**config.mk**
```make
export PLATFORM = sky130hd
export DESIGN_NAME = mmio_uart_tx
export DESIGN_NICKNAME = d
export VERILOG_FILES = /design/src/rtl/mmio_uart_tx.sv
export SDC_FILE = /design/constraint.sdc
export NUM_CORES = 1
export LEC_CHECK = 0
export BUFFER_PORTS_ARGS = -buffer_cell sky130_fd_sc_hd__buf_2
export CORE_MARGIN = 4
export CORE_UTILIZATION = 25
export CTS_BUF_LIST = sky130_fd_sc_hd__clkbuf_4 sky130_fd_sc_hd__clkbuf_8
export DETAILED_ROUTE_END_ITERATION = 6
export SYNTH_ARGS = -nofsm -noshare
export SYNTH_HDL_FRONTEND = slang
export SYNTH_SLANG_ARGS = --single-unit
```
**constraint.sdc**
```tcl
create_clock -name clk -period 2.1 [get_ports clk]
set_input_delay 0.21 -clock clk [delete_from_list [all_inputs] [get_ports clk]]
set_output_delay 0.21 -clock clk [all_outputs]
set_load 0.02 [all_outputs]
```
**src/rtl/mmio_uart_tx.sv**
```systemverilog
// Memory-mapped 8N1 UART transmitter.
// Store-fed byte FIFO drains into a register-driven serial line.
module mmio_uart_tx #(
  parameter logic [31:0] TX_ADDR = 32'h0000_1000,
  parameter int CLKS_PER_BIT = 16,
  parameter int DEPTH = 4
) (
  input  logic        clk,
  input  logic        rst_n,
  input  logic        MemWrite,
  input  logic [31:0] DataAdr,
  input  logic [31:0] WriteData,
  output logic        tx,
  output logic        busy,
  output logic        full,
  output logic        ovf
);

  localparam int PW = $clog2(DEPTH);
  localparam int CW = PW + 1;
  localparam logic [31:0] CTL_ADDR = TX_ADDR + 32'd4;
  localparam logic [CW-1:0] FULL_C = CW'(DEPTH);
  localparam logic [15:0] BAUD_MAX = 16'(CLKS_PER_BIT - 1);

  typedef enum logic [1:0] {
    IDLE, START, DATA, STOP
  } state_t;

  state_t state, state_n;

  logic [7:0]    mem [DEPTH];
  logic [PW-1:0] wptr, rptr;
  logic [CW-1:0] count;

  logic [7:0]  shift, shift_n;
  logic [2:0]  bitc, bitc_n;
  logic [15:0] baud, baud_n;
  logic        tx_q, tx_n;
  logic        ovf_q;

  logic tx_hit, ctl_hit;
  logic pop, push, drop;
  logic unused_wdata;

  assign unused_wdata = ^WriteData[31:8];

  assign tx_hit  = MemWrite && (DataAdr == TX_ADDR);
  assign ctl_hit = MemWrite && (DataAdr == CTL_ADDR);

  assign full = (count == FULL_C);
  assign pop  = (state == IDLE) && (count != '0);
  assign push = tx_hit && (!full || pop);
  assign drop = tx_hit && full && !pop;

  assign tx   = tx_q;
  assign ovf  = ovf_q;
  assign busy = (state != IDLE) || (count != '0);

  // FIFO storage, no reset needed: only read below count
  always_ff @(posedge clk) begin
    if (push) mem[wptr] <= WriteData[7:0];
  end

  // FIFO pointers and occupancy
  always_ff @(posedge clk or negedge rst_n) begin
    if (!rst_n) begin
      wptr  <= '0;
      rptr  <= '0;
      count <= '0;
    end else begin
      if (push) wptr <= wptr + PW'(1);
      if (pop)  rptr <= rptr + PW'(1);
      case ({push, pop})
        2'b10:   count <= count + CW'(1);
        2'b01:   count <= count - CW'(1);
        default: count <= count;
      endcase
    end
  end

  // sticky overflow; a drop beats a clear
  always_ff @(posedge clk or negedge rst_n) begin
    if (!rst_n) begin
      ovf_q <= 1'b0;
    end else if (drop) begin
      ovf_q <= 1'b1;
    end else if (ctl_hit && WriteData[0]) begin
      ovf_q <= 1'b0;
    end
  end

  // serializer state registers
  always_ff @(posedge clk or negedge rst_n) begin
    if (!rst_n) begin
      state <= IDLE;
      shift <= '0;
      bitc  <= '0;
      baud  <= '0;
      tx_q  <= 1'b1;
    end else begin
      state <= state_n;
      shift <= shift_n;
      bitc  <= bitc_n;
      baud  <= baud_n;
      tx_q  <= tx_n;
    end
  end

  // frame sequencing; pop only from IDLE keeps a gap
  always_comb begin
    state_n = state;
    shift_n = shift;
    bitc_n  = bitc;
    baud_n  = baud;
    case (state)
      IDLE: begin
        if (pop) begin
          state_n = START;
          shift_n = mem[rptr];
          bitc_n  = '0;
          baud_n  = '0;
        end
      end
      START: begin
        if (baud == BAUD_MAX) begin
          baud_n  = '0;
          state_n = DATA;
        end else begin
          baud_n = baud + 16'd1;
        end
      end
      DATA: begin
        if (baud == BAUD_MAX) begin
          baud_n  = '0;
          shift_n = {1'b0, shift[7:1]};
          if (bitc == 3'd7) begin
            state_n = STOP;
          end else begin
            bitc_n = bitc + 3'd1;
          end
        end else begin
          baud_n = baud + 16'd1;
        end
      end
      STOP: begin
        if (baud == BAUD_MAX) begin
          baud_n  = '0;
          state_n = IDLE;
        end else begin
          baud_n = baud + 16'd1;
        end
      end
      default: state_n = IDLE;
    endcase
  end

  // line level for the upcoming cycle, registered
  always_comb begin
    tx_n = 1'b1;
    unique case (1'b1)
      (state_n == START): tx_n = 1'b0;
      (state_n == DATA):  tx_n = shift_n[0];
      default:            tx_n = 1'b1;
    endcase
  end

endmodule

```
# After elaboration in Yosys (flattened, before gate mapping)
# Memory sizes are Yosys's and may differ from the RTL's.
# Cells that the tools add are included.
# W data, S select, Z words.
# totals
reg_bits	38
ramBits	32
inputBits	67
output_inout_bits	4
wordCells	74
mem_count	1
# op_classes
n_addsub	6
eq_ne	15
mux	22
reduce_logical	20
# mem_list
memory	words	word_bits	read_ports	rd_ports_with_merged_regs	write_ports	line_no	text
mem	4	8	1	0	1	31	logic [7:0] mem [DEPTH];
# ops
operator	count
$eq A32 B13 Y1 const B	2
$mux W16	2
$pmux W16 S2	1
$add A16 B1 Y16 const B	1
$eq A16 B4 Y1 const B	1
$mux W8	2
$pmux W8 S2	1
$pmux W3 S2	2
$mux W2	5
$mux W3	3
$eq A2 B2 Y1 const B	4
$pmux W2 S4	1
$reduce_bool A2 Y1	4
$logic_and A1 B1 Y1	7
$add A3 B1 Y3 const B	2
$eq A2 B1 Y1 const B	3
$eq A3 B3 Y1 const B	2
$ne A2 B2 Y1 const B	3
$add A2 B1 Y2 const B	2
$mux W1	4
$reduce_and A4 Y1	1
$reduce_and A3 Y1	1
$reduce_bool A3 Y1	1
$reduce_or A3 Y1	1
5 further kinds	7

# Depth between registers and ports, before layout
# logic_depth
depth_word	6
depth_mapped	8

# Least setup slack after synthesis
# Ideal clock, no wire load.
# synth_timing
kind	input to register
from	input port DataAdr[24]
to	register count[2]
arrival_ns	2.078
required_ns	1.977
slack_ns	-0.101
cell_stages	8
path_cell_list	nor4b_1 -> nand4_1 -> nor3_1 -> nor2_1 -> fa_1 -> or3_1 -> a2bb2oi_1 -> xnor2_1
# synth_via
elab_chain_cells	5
# synth_rtl
element	line_no	text
start: declaration	11	input logic [31:0] DataAdr,
$eq A32 B13 Y1 (*)	47	assign tx_hit = MemWrite && (DataAdr == TX_ADDR);
$logic_and A1 B1 Y1 (*)	47	
$logic_and A1 B1 Y1 (*)	52	assign push = tx_hit && (!full || pop);
$eq A2 B1 Y1 / $eq A2 B2 Y1 (equally long branches)	73	case ({push, pop})
$pmux W3 S2 / $reduce_bool A2 Y1 (equally long branches)	-	
end signal: assignment	74	2'b10: count <= count + CW'(1);
end signal: assignment	75	2'b01: count <= count - CW'(1);
end signal: assignment	76	default: count <= count;
end: declaration	33	logic [CW-1:0] count;
# Mark *: on every way between the ends. The rest lies on a longest branch, timed or not.
# A chain may end at the register's enable or synchronous reset.

# Worst setup path after layout
# layout_timing
from	register baud[13]
to	register tx_q, in the netlist tx
# layout_via
elab_chain_cells	5
# layout_rtl
element	line_no	text
start: declaration	37	logic [15:0] baud, baud_n;
start signal: assignment	104	baud <= baud_n;
$eq A16 B4 Y1 (*)	125, 133, 146	
$mux W2, on equally long branches	146, 125, 133	
$pmux W2 S4 (*)	115	case (state)
net state_n[0]	29	state_t state, state_n;
$eq A2 B2 Y1 / $eq A2 B1 Y1 (equally long branches)	162, 161	
$pmux W1 S2 (*)	160	unique case (1'b1)
net tx_n	38	logic tx_q, tx_n;
end signal: assignment	105	tx_q <= tx_n;
end: declaration	38	
# Mark *: on every way through the listed nets, which the timed path passes. The rest lies on a longest branch. The select of a mux whose other input is x is not followed.

==> impl_metrics.toml <==
[power_and_ir_drop]
p_per_area_nw_per_um2 = 583
leakagePower_nw = 1.84
worst_ir_drop_vdd_mv = 0.498

[global_route]
grt_usage = 0.101
grt_max_degree = 39
antenna_found_initial = 0
grt_pass1_wl_mm = 12.0
grt.overflow.total = 0
grt_pass1_vias = 2529

[yosys]
synth-seq-cells = 70
ys_dominant_reg_cell = "dfrtp_1"
async_flop_share = 0.543
muxShareOfSynthArea = 0.0664
synthesis.area_um2 = 3330
synth_edf_count = 32
synth.distinct_cells = 49
synth_nets = 342
avgSynthCellArea_um2 = 12.5
synthXorXnorAreaFrac = 0.0289
synth-simple-area-share = 0.171
synth-compound-area-share = 0.104
yosys.area_share.adder = 0.0323
ys_seq_area_frac = 0.574
netlist_instances = 267
synth_top_family_by_area = "simple AND/OR/NAND/NOR gates"
yosysWarnings = 0

[critical_path]
critPathBufInv = 1
start_kind = "flop"
max_stage_delay_ns = 0.57
crit_family = "simple AND/OR/NAND/NOR gates"
crit_type = "reg2reg"
arrival_ns = 2.31
cp_max_fo = 7
cp_cell_sequence = "or4_4, nor4_4, buf_6, a211oi_2, nor3_2, mux2i_1"
crit_slowest_cell = "or4_4"
required_ns = 2.35
endpoint_kind = "flop"

[finish]
drive_gt1_frac = 0.385
diodes = 0
syn2layout_area_growth_pct = 33.2
nNetsFinal = 436

[floorplanning]
initial_core_util = 0.260
pin_count = 71
rows = 41
core_area_um2 = 12800
die_height_um = 123
fp.dieW_um = 123
fp.dieArea_um2 = 15200

[cts]
clkTransAtPathRegs_ns = 0.08
cts_root_buffer = "clkbuf_8"
clock-sinks = 70
clock_latency_ns = 0.35
cts_buffer_depth = 2
cts_tree = "yes"
cts-buffers-inserted = 9
htree_num_levels = 3

[outcome]
run_status = "finished, final reports clean"

[timing]
hold_ws_ns = 0.0717
fin_tns_setup_ns = 0
worst_pin_slew_ns = 0.873
timing.final.crit_share = 0.983
timing.final.ws_setup_ns = 0.0348
clock_skew_ns = 0.00642
rsz0062_at_grt = "yes"
period_minus_slack_ns = 2.07
relSlewSlack = 0.418
setup_viol = 0
finalHoldViolCount = 0
fmax_mhz = 484
drv_slew = 0

[route]
drc = 0
avgRoutedWirePerCell_um = 13.3
drt_pass1_iterations = 4
drt-vias-per-instance = 4.53
drtAntennaViolNets = 0
num_vias = 2438
routed_wl_mm = 7.17
drt-initial-drc-count = 123

[placed_design]
pre_cts_slack_ns = -0.161
portBuffers = 46
gp_congestion = 0.824
hpwl_mm = 5.11

[worst_hold_path]
hold_path.class = "in2reg"

[run]
max_cap_viol_count = 0
layout make-up:
cell class | instances | area (µm²)
clock buffer | 9 | 124
clock inverter | 7 | 72.6
fill | 1301 | 8380
inverter | 9 | 33.8
multi-input combinational | 181 | 1450
sequential | 70 | 1910
tap | 172 | 215
timing repair buffer | 90 | 629
routing by layer:
metal / GRT usage / wire length, µm
met5: 0 / 0
met4: 0.0332 / 100
met3: 0.0311 / 231
met2: 0.172 / 3650
met1: 0.122 / 3190
report_power, final:
part           internal, mW   switching, mW  leakage (nW)
sequential             1.43  0.000000000862         0.765
clock                 0.552           0.539        0.0976
combinational        0.0320          0.0351         0.976
final timing paths:
check,from,end,slack [ns],cells past startpoint
worst max register to register,baud[13],tx,0.03,6
worst max-delay path,baud[13],tx,0.03,6
max in group asynchronous,rst_n,state[1],0.98,2
min in group asynchronous,rst_n,baud[7],0.51,2
worst min register to register,shift[3],shift[3],0.48,1
worst min-delay path,WriteData[4],mem[1][4],0.07,1
stage by stage:
stage	cells	area, µm²	power (mW)	utilization
after detailed placement	514	4100	1.53	0.320
after global routing	538	4440	2.70	0.346
final	538	4440	2.59	0.346
after CTS	532	4320	2.63	0.337
after global placement	514	4100	1.53	0.320
after floorplan	267	3380	1.47	-
cells by family after synthesis:
family | Yosys count
and+or+nand+nor | 99
DFF | 70
AOI/OAI and AO/OA | 51
buffers and inverters | 16
muxes | 12
xor gates and xnor gates | 11
adders and majority gates | 8
state kept, by name, indices dropped and copies added (netlist names):
name   cells
mem       32
baud      16
shift      8
bitc       3
count      3
rptr       2
state      2
wptr       2
ovf        1
tx         1
cells in the mapped netlist (all sizes together) (5+ instances only):
master / count / share of area
a22o: 9 / 0.024
a21oi: 5 / 0.0075
nor3: 10 / 0.017
nor4: 11 / 0.027
inv: 9 / 0.010
ha: 7 / 0.026
xnor2: 8 / 0.021
nand2: 21 / 0.024
edfxtp: 32 / 0.29
dfrtp: 37 / 0.28
nand3: 7 / 0.011
or4: 5 / 0.012
and2: 7 / 0.013
a21o: 9 / 0.020
mux4: 8 / 0.054
nor2: 13 / 0.015
o21ai: 19 / 0.030
nand4: 5 / 0.0094
cells in the final DEF, fill, tap and decap left out, types with 3 or more instances in the layout:
cell | netlist | layout
a21o_1 | 9 | 9
a21oi_1 | 5 | 3
a22o_1 | 9 | 9
and2_1 | 7 | 7
and3_1 | 4 | 4
buf_12 | 0 | 5
buf_2 | 2 | 46
buf_4 | 0 | 37
clkbuf_8 | 0 | 9
dfrtp_1 | 37 | 36
edfxtp_1 | 32 | 32
ha_1 | 7 | 7
inv_1 | 9 | 9
mux2i_1 | 3 | 3
mux4_2 | 8 | 8
nand2_1 | 21 | 20
nand3_1 | 7 | 6
nand4_1 | 5 | 5
nor2_1 | 13 | 13
nor2b_1 | 3 | 3
nor3_1 | 9 | 7
nor3_2 | 1 | 3
nor4_1 | 9 | 6
nor4_2 | 1 | 3
o21ai_0 | 15 | 15
or3_1 | 4 | 3
or4_4 | 1 | 3
xnor2_1 | 8 | 7
xor2_1 | 3 | 3
repair_timing:
item | CTS | global route
endpoints found under the hold margin | 18 | 0
setup buffers | 1 | 6
hold buffers | 1 | 0
pin swaps | 1 | 3
gates resized for setup | 2 | 12
setup endpoints to repair | 3 | 7
Note: power is estimated with default switching activity, not from simulation.
